==> src/rtl/dcache_pkg.sv <==
// Shared types and geometry for the data-cache controller.
package dcache_pkg;

  localparam int unsigned ADDR_W    = 16;
  localparam int unsigned TAG_W     = 9;
  localparam int unsigned IDX_W     = 4;
  localparam int unsigned OFF_W     = 3;
  localparam int unsigned BLK_W     = 64;
  localparam int unsigned SETS      = 16;
  localparam int unsigned WAYS      = 2;
  localparam int unsigned MEM_TAG_W = 4;

  typedef enum logic [1:0] {
    BUS_NONE  = 2'd0,
    BUS_LOAD  = 2'd1,
    BUS_STORE = 2'd2
  } bus_cmd_t;

  typedef enum logic [2:0] {
    IDLE    = 3'd0,
    WB_REQ  = 3'd1,
    LD_REQ  = 3'd2,
    LD_WAIT = 3'd3,
    FILL    = 3'd4
  } dc_state_t;

  // Request captured on a miss and replayed while the miss is serviced.
  typedef struct packed {
    logic             is_store;
    logic             victim;
    logic [TAG_W-1:0] tag;
    logic [IDX_W-1:0] idx;
    logic [BLK_W-1:0] data;
  } req_t;

  // Block-aligned bus address from a tag/index pair.
  function automatic logic [ADDR_W-1:0] blk_addr(input logic [TAG_W-1:0] tag,
                                                 input logic [IDX_W-1:0] idx);
    return {tag, idx, OFF_W'(0)};
  endfunction

endpackage

==> src/rtl/dcache_dirty_array.sv <==
// Per-set, per-way dirty flags with independent set and clear ports.
module dcache_dirty_array
  import dcache_pkg::*;
(
  input  logic             clock,
  input  logic             reset,
  input  logic             set_en,
  input  logic [IDX_W-1:0] set_idx,
  input  logic             set_way,
  input  logic             clr_en,
  input  logic [IDX_W-1:0] clr_idx,
  input  logic             clr_way,
  input  logic [IDX_W-1:0] rd_idx,
  input  logic             rd_way,
  output logic             rd_dirty_c
);

  localparam int unsigned NBITS = SETS * WAYS;

  logic [NBITS-1:0] bits;

  // Flag update; set wins if both ports ever target the same flag.
  always_ff @(posedge clock) begin
    if (reset) begin
      bits <= '0;
    end else begin
      if (clr_en) bits[{clr_idx, clr_way}] <= 1'b0;
      if (set_en) bits[{set_idx, set_way}] <= 1'b1;
    end
  end

  assign rd_dirty_c = bits[{rd_idx, rd_way}];

endmodule

==> src/rtl/dcache_ctrl.sv <==
// Blocking write-allocate, write-back controller for the 2-way 16-set data cache.
module dcache_ctrl
  import dcache_pkg::*;
(
  input  logic                 clock,
  input  logic                 reset,
  input  logic                 req_valid,
  input  logic                 req_is_store,
  input  logic [ADDR_W-1:0]    req_addr,
  input  logic [BLK_W-1:0]     req_data,
  output logic                 req_ready,
  output logic                 resp_valid,
  output logic [BLK_W-1:0]     resp_data,
  output logic [IDX_W-1:0]     cm_index,
  output logic [TAG_W-1:0]     cm_tag,
  output logic                 cm_wr_en,
  output logic [BLK_W-1:0]     cm_data,
  output logic                 cm_write_back,
  output logic                 cm_write_back_way,
  input  logic                 cm_hit_way0,
  input  logic                 cm_hit_way1,
  input  logic [BLK_W-1:0]     cm_data_out,
  input  logic [TAG_W-1:0]     cm_tag_out,
  input  logic                 cm_lru,
  output logic [1:0]           proc2mem_command,
  output logic [ADDR_W-1:0]    proc2mem_addr,
  output logic [BLK_W-1:0]     proc2mem_data,
  input  logic [MEM_TAG_W-1:0] mem2proc_response,
  input  logic [BLK_W-1:0]     mem2proc_data,
  input  logic [MEM_TAG_W-1:0] mem2proc_tag
);

  dc_state_t state, state_next;
  req_t      lat;
  logic [MEM_TAG_W-1:0] mem_tag;
  logic [BLK_W-1:0]     fetch_data;

  logic [TAG_W-1:0] req_tag;
  logic [IDX_W-1:0] req_idx;
  logic             hit, hit_way, bus_ack, tag_match, miss;
  logic             victim_dirty_c;
  logic [IDX_W-1:0] rd_idx;
  logic             rd_way;
  logic             d_set, d_set_way, d_clr, d_clr_way;
  logic [IDX_W-1:0] d_set_idx, d_clr_idx;
  logic             unused_offset;

  assign req_tag   = req_addr[ADDR_W-1 -: TAG_W];
  assign req_idx   = req_addr[OFF_W +: IDX_W];
  assign hit       = cm_hit_way0 | cm_hit_way1;
  assign hit_way   = cm_hit_way1;
  assign miss      = (state == IDLE) && req_valid && !hit;
  assign bus_ack   = (mem2proc_response != '0);
  assign tag_match = (mem_tag != '0) && (mem2proc_tag == mem_tag);
  assign unused_offset = &{1'b0, req_addr[OFF_W-1:0]};

  // In IDLE the dirty lookup must follow the live request and the array's victim.
  assign rd_idx = (state == IDLE) ? req_idx : lat.idx;
  assign rd_way = (state == IDLE) ? cm_lru  : lat.victim;

  dcache_dirty_array u_dirty (
    .clock      (clock),
    .reset      (reset),
    .set_en     (d_set),
    .set_idx    (d_set_idx),
    .set_way    (d_set_way),
    .clr_en     (d_clr),
    .clr_idx    (d_clr_idx),
    .clr_way    (d_clr_way),
    .rd_idx     (rd_idx),
    .rd_way     (rd_way),
    .rd_dirty_c (victim_dirty_c)
  );

  // State register.
  always_ff @(posedge clock) begin
    if (reset) state <= IDLE;
    else       state <= state_next;
  end

  // Next-state selection.
  always_comb begin
    state_next = state;
    case (state)
      IDLE: begin
        if (miss) begin
          if (victim_dirty_c)    state_next = WB_REQ;
          else if (req_is_store) state_next = FILL;
          else                   state_next = LD_REQ;
        end
      end
      WB_REQ:  if (bus_ack) state_next = lat.is_store ? FILL : LD_REQ;
      LD_REQ:  if (bus_ack) state_next = LD_WAIT;
      LD_WAIT: if (tag_match) state_next = FILL;
      FILL:    state_next = IDLE;
      default: state_next = IDLE;
    endcase
  end

  // Output and dirty-flag control decode.
  always_comb begin
    req_ready         = 1'b0;
    resp_valid        = 1'b0;
    resp_data         = '0;
    cm_index          = '0;
    cm_tag            = '0;
    cm_wr_en          = 1'b0;
    cm_data           = '0;
    cm_write_back     = 1'b0;
    cm_write_back_way = 1'b0;
    proc2mem_command  = BUS_NONE;
    proc2mem_addr     = '0;
    proc2mem_data     = '0;
    d_set             = 1'b0;
    d_set_idx         = '0;
    d_set_way         = 1'b0;
    d_clr             = 1'b0;
    d_clr_idx         = '0;
    d_clr_way         = 1'b0;
    if (reset) begin
      req_ready = 1'b1;
    end else begin
      case (state)
        IDLE: begin
          req_ready = 1'b1;
          cm_index  = req_idx;
          cm_tag    = req_tag;
          if (req_valid && hit) begin
            if (req_is_store) begin
              cm_wr_en  = 1'b1;
              cm_data   = req_data;
              d_set     = 1'b1;
              d_set_idx = req_idx;
              d_set_way = hit_way;
            end else begin
              resp_valid = 1'b1;
              resp_data  = cm_data_out;
            end
          end
        end
        WB_REQ: begin
          cm_index          = lat.idx;
          cm_tag            = lat.tag;
          cm_write_back     = 1'b1;
          cm_write_back_way = lat.victim;
          proc2mem_command  = BUS_STORE;
          proc2mem_addr     = blk_addr(cm_tag_out, lat.idx);
          proc2mem_data     = cm_data_out;
          if (bus_ack) begin
            d_clr     = 1'b1;
            d_clr_idx = lat.idx;
            d_clr_way = lat.victim;
          end
        end
        LD_REQ: begin
          cm_index         = lat.idx;
          cm_tag           = lat.tag;
          proc2mem_command = BUS_LOAD;
          proc2mem_addr    = blk_addr(lat.tag, lat.idx);
        end
        LD_WAIT: begin
          cm_index = lat.idx;
          cm_tag   = lat.tag;
        end
        FILL: begin
          cm_index = lat.idx;
          cm_tag   = lat.tag;
          cm_wr_en = 1'b1;
          cm_data  = lat.is_store ? lat.data : fetch_data;
          if (lat.is_store) begin
            d_set     = 1'b1;
            d_set_idx = lat.idx;
            d_set_way = lat.victim;
          end else begin
            d_clr      = 1'b1;
            d_clr_idx  = lat.idx;
            d_clr_way  = lat.victim;
            resp_valid = 1'b1;
            resp_data  = fetch_data;
          end
        end
        default: ;
      endcase
    end
  end

  // Miss context, bus transaction tag and returned fill data.
  always_ff @(posedge clock) begin
    if (reset) begin
      lat        <= '0;
      mem_tag    <= '0;
      fetch_data <= '0;
    end else begin
      if (miss) lat <= {req_is_store, cm_lru, req_tag, req_idx, req_data};
      if ((state == LD_REQ) && bus_ack) mem_tag <= mem2proc_response;
      if ((state == LD_WAIT) && tag_match) fetch_data <= mem2proc_data;
    end
  end

endmodule

==> config.mk <==
export PLATFORM = sky130hd
export DESIGN_NAME = dcache_ctrl
export DESIGN_NICKNAME = d
export VERILOG_FILES = /design/src/rtl/dcache_pkg.sv /design/src/rtl/dcache_dirty_array.sv /design/src/rtl/dcache_ctrl.sv
export SDC_FILE = /design/constraint.sdc
export NUM_CORES = 1
export LEC_CHECK = 0
export BUFFER_PORTS_ARGS = -buffer_cell sky130_fd_sc_hd__buf_4
export CAP_MARGIN = 40
export CORE_AREA = 2 2 181 183
export CTS_BUF_LIST = sky130_fd_sc_hd__clkbuf_2 sky130_fd_sc_hd__clkbuf_4 sky130_fd_sc_hd__clkbuf_8
export CTS_CLUSTER_SIZE = 40
export DETAILED_ROUTE_END_ITERATION = 10
export DIE_AREA = 0 0 183 185
export GPL_TIMING_DRIVEN = 0
export PLACE_DENSITY_LB_ADDON = 0.25
export REMOVE_ABC_BUFFERS = 1
export SETUP_SLACK_MARGIN = 0.15
export SYNTH_ARGS = -nofsm -noshare
export SYNTH_HDL_FRONTEND = slang
export SYNTH_HIERARCHICAL = 1
export SYNTH_SLANG_ARGS = --single-unit
==> constraint.sdc <==
create_clock -name clock -period 3.9 [get_ports clock]
set_clock_uncertainty 0.1 [all_clocks]
set_input_delay 0.78 -clock clock [delete_from_list [all_inputs] [get_ports clock]]
set_output_delay 0.78 -clock clock [all_outputs]
set_load 0.02 [all_outputs]
# == After elaboration in Yosys (flattened, before gate mapping) ==
# Cells that the tools add are included.
# W data, S select, Z words.
# totals
regBits,182
input_bits,232
wordCells,119
# classes
order_cmp,5
eq_ne,9
mux,78
n_bitwise,4
n_reduce_logical,14
# ops
operator,n
$mux W64,10
$pmux W64 S2,2
$mux W32,3
$mux W4,9
$and A32 B32 Y32,1
$not A32 Y32,1
$or A32 B32 Y32,1
$pmux W16 S2,1
$mux W1,28
$pmux W4 S2,3
$mux W3,7
$lt A5 B6 Y1 const B,3
$pmux W9 S2,1
$mux W16,1
$pmux W1 S2,6
$pmux W3 S4,1
$demux W1 S5,2
$ge A5 B1 Y1 const B,2
$mux W9,1
$logic_and A1 B1 Y1,8
$ne A2 B2 Y1 const B,4
$reduce_bool A4 Y1,2
$eq A3 B2 Y1 const B,2
$bmux W1 S5,1
10 further kinds,10

# == Depth between registers and ports, before layout ==
# logic_depth
ltp_word,14
ltp_mapped,13

# == Hierarchy ==
# Netlist, hierarchy kept.
# modules_own_cells
mod,instances,cells_each,area_each_um2,seq_area_each_um2
dcache_ctrl,1,1155,8908.5,3002.9
dcache_dirty_array,1,203,1610.3,640.6

# == Worst setup path before layout ==
# No wires, ideal clock.
# synth_path
kind,input-to-output
start,input port reset
end,output port proc2mem_addr[10]
t_arrival_ns,2.143
t_required_ns,3.020
slack_ns,0.877
stages,6
n_path_buf,3
cell_sequence,clkbuf_1 nor3_1 and2_0 clkbuf_1 clkbuf_1 a22o_1
# synth_via
elab_chain_len,1
# synth_lines
item,line_no,source
start: declaration,dcache_ctrl.sv:6,"input logic reset,"
$mux W16,dcache_ctrl.sv:120,if (reset) begin
end: declaration,dcache_ctrl.sv:26,"output logic [ADDR_W-1:0] proc2mem_addr,"
# No other way between the ends.

# == Final worst setup path ==
# layout_path
start,register state[0]
end,output port proc2mem_data[8]
# layout_via
elab_chain_len,3
# layout_lines
item,line_no,source
start: declaration,dcache_ctrl.sv:33,"dc_state_t state, state_next;"
start signal: assignment,dcache_ctrl.sv:78,else state <= state_next;
$eq A3 B1 Y1,dcache_ctrl.sv:123,case (state)
$mux W64,dcache_ctrl.sv:123,
$mux W64,dcache_ctrl.sv:120,
end: declaration,dcache_ctrl.sv:27,"output logic [BLK_W-1:0] proc2mem_data,"
# No other way between the ends.

==> flow_summary.json <==
{
  "finalNetCount": 1970,
  "synth_area_leader_cell": "dfxtp_1",
  "synth_seq_cells": 182,
  "viasPerCell": 5.34,
  "ios": 460,
  "stdcell_area_sq_mm": 0.0148,
  "dieArea_sq_mm": 0.0339,
  "cts_tree": "built",
  "slew_violations": 0,
  "status": "finished clean",
  "utilization_pct": 46.0,
  "clock_latency_ns": 0.47,
  "num-fill-cells": 3196,
  "synth_warnings": 6,
  "clk_pin_slew_ns": 0.11,
  "initial_core_util_pct": 32.8,
  "cts_max_path_buffers": 2,
  "hpwl_um": 29900,
  "fin_ws_ns": 0.229,
  "htreeDepth": 4,
  "maxSlewHeadroom_pct": 51.8,
  "postPlaceCellArea_sq_mm": 0.0143,
  "via_count": 11500,
  "die_x_um": 183,
  "first_global_vias": 10700,
  "finalPower_mw": 6.05,
  "async_flop_share_pct": 0,
  "dr.pass1.iters": 8,
  "reg2reg_depth": 11,
  "synthToLayoutAreaGrowth_pct": 40.2,
  "leakagePower_nw": 5.89,
  "die_h_um": 185,
  "wl_per_cell_um": 19.7,
  "synth_cell_type_count": 54,
  "cp.required_ns": 3.02,
  "synth_area_per_cell_sq_um": 7.75,
  "grt_util_all_layers_pct": 23.7,
  "dpl.cell_count": 2120,
  "core.rowCount": 66,
  "tightest_slew_ns": 0.723,
  "yosys-top-cells-area": "dfxtp_1, nand2b_1, mux2i_1, nand2_1, a222oi_1",
  "grt_overflow": 0,
  "rsz0062_at_grt": "yes",
  "drcViolationCount": 0,
  "crit_type": "reg2out",
  "min_path_cells": 2,
  "core_area_sq_mm": 0.0320,
  "drt-total-wl_um": 42500,
  "gp_congestion": 0.866,
  "antenna_violating_nets_post_route": 0,
  "worstPathArrival_ns": 2.79,
  "synth_edf_count": 0,
  "synthCells": 1358,
  "grt_max_degree": 150,
  "cts-buffers-inserted": 17,
  "ys_top_cells_by_count": "nand2_1, dfxtp_1, nor2_1",
  "drt_iter0_drc": 1065,
  "timing.final.hold_violations": 0,
  "min_period_over_period_pct": 94.1,
  "port-buffer-count": 453,
  "synth_top_area_share_pct": 34.6,
  "synthFlopType": "dfxtp_1",
  "fmax_mhz": 272,
  "crit_path_max_fanout": 50,
  "synth_area_sq_mm": 0.0105,
  "setup_viol": 0,
  "antenna_found_initial": 3,
  "drive_gt1_share_pct": 31.1,
  "peakVddDrop_uv": 283,
  "cts.sinks": 182,
  "startpoint_type": "register",
  "finalNonFillerCells": 2161,
  "root_buffer": "clkbuf_8",
  "yosysSeqAreaShare_pct": 34.6,
  "grt_pass1_wl_um": 62700,
  "yosysMostFrequentCell": "nand2_1",
  "cap_violations": 0,
  "min_period_ns": 3.67,
  "power_density_mw_per_mm2": 410,
  "place_ws_ns": 0.289,
  "endpoint_kind": "output port",
  "hold_path_class": "reg2reg"
}
[cells by family (layout without fill, tap and decap cells)]
logic type / after synthesis / count (layout) / synth area share (%)
AO/OA/AOI/OAI: 325 / 325 / 21.2
XOR/XNOR: 5 / 5 / 0.416
buffers and inverters: 131 / 519 / 6.20
flip-flops: 182 / 182 / 34.6
multiplexers: 84 / 84 / 8.04
other: 1 / 6 / 0.0357
AND/OR/NAND/NOR: 630 / 632 / 29.5
[sequential cells by signal, summed over array words and instances, names as in the netlist]
| register | count |
|---|---|
| mem_tag | 4 |
| u_dirty/bits | 32 |
| lat | 79 |
| fetch_data | 64 |
| state | 3 |
[cell usage in the layout (no fill, tap or decap), types with 3 or more instances in the layout]
master,netlist,layout
a22oi_1,78,78
buf_6,7,11
a222oi_1,64,64
nor2b_1,5,5
nand3b_1,6,6
buf_12,1,9
a22o_1,12,12
nand3_1,9,9
nor2_1,155,154
nand2_1,211,210
inv_8,0,5
and3b_1,4,4
mux2i_1,80,80
clkinv_4,0,5
conb_1,1,3
clkbuf_8,0,17
a21o_1,5,5
buf_4,7,456
or3b_2,3,3
mux2_2,4,4
o21ai_0,37,37
a21oi_1,121,121
nor3b_1,5,5
and2_1,75,74
xnor2_1,5,5
buf_8,0,8
diode_2,0,3
dfxtp_1,182,181
nor3_1,5,5
nand2b_1,130,130
[through the flow]
stage / setup TNS [ns] / hold slack (ns)
finish: 0 / 0.359
global route: 0 / 0.379
CTS: 0 / 0.362
detailed placement: 0 / 0.346
global placement: -1105.00 / 0.342
floorplan: -330.90 / 0.330
[routing by layer]
| layer | vias to the layer above | global-route usage, % | part of all wire [%] |
|---|---|---|---|
| li1 | 5507 | - | - |
| met1 | 5504 | 28.4 | 41 |
| met4 | 0 | 8.93 | 2.6 |
| met3 | 55 | 6.00 | 7.7 |
| met2 | 474 | 40.9 | 48 |
| met5 | - | 0 | 0 |
[final timing paths]
| path | start | to | slack, ns |
|---|---|---|---|
| setup / recovery | state[0] | proc2mem_data[8] | 0.23 |
| hold / removal | lat[49] | lat[49] | 0.36 |
| setup reg to reg | state[1] | state[1] | 0.51 |
| hold reg to reg | lat[49] | lat[49] | 0.36 |
[timing repair]
action / CTS / global route
setup buffers: 2 / 3
endpoints found under the setup margin: 108 / 110
gates cloned: 1 / 1
resized for setup: 3 / 2
pin swaps: 1 / 2
hold buffers: 0 / 0
[power breakdown]
group          internal [mW]  switching, mW
sequential              1.94          0.111
combinational           1.08           1.62
clock                  0.481          0.815
[layout make-up]
class                      instances  area [sq um]  share of cell area, %
inverter                           1          3.75                 0.0254
antenna                            3          7.51                 0.0509
timing repair buffer             487          3910                   26.5
multi-input combinational       1049          6300                   42.7
tap                              408           510                   3.46
clock buffer                      18           241                   1.64
clock inverter                    13           134                  0.908
sequential                       182          3650                   24.7
[critical path, cell delays in order (launching register included)]
cell	delay [ns]
dfxtp_1	0.69
nor3b_1	0.44
and2b_4	0.47
buf_12	0.25
and2_1	0.25
buf_4	0.17
Note: power is estimated with default switching activity, not from simulation.
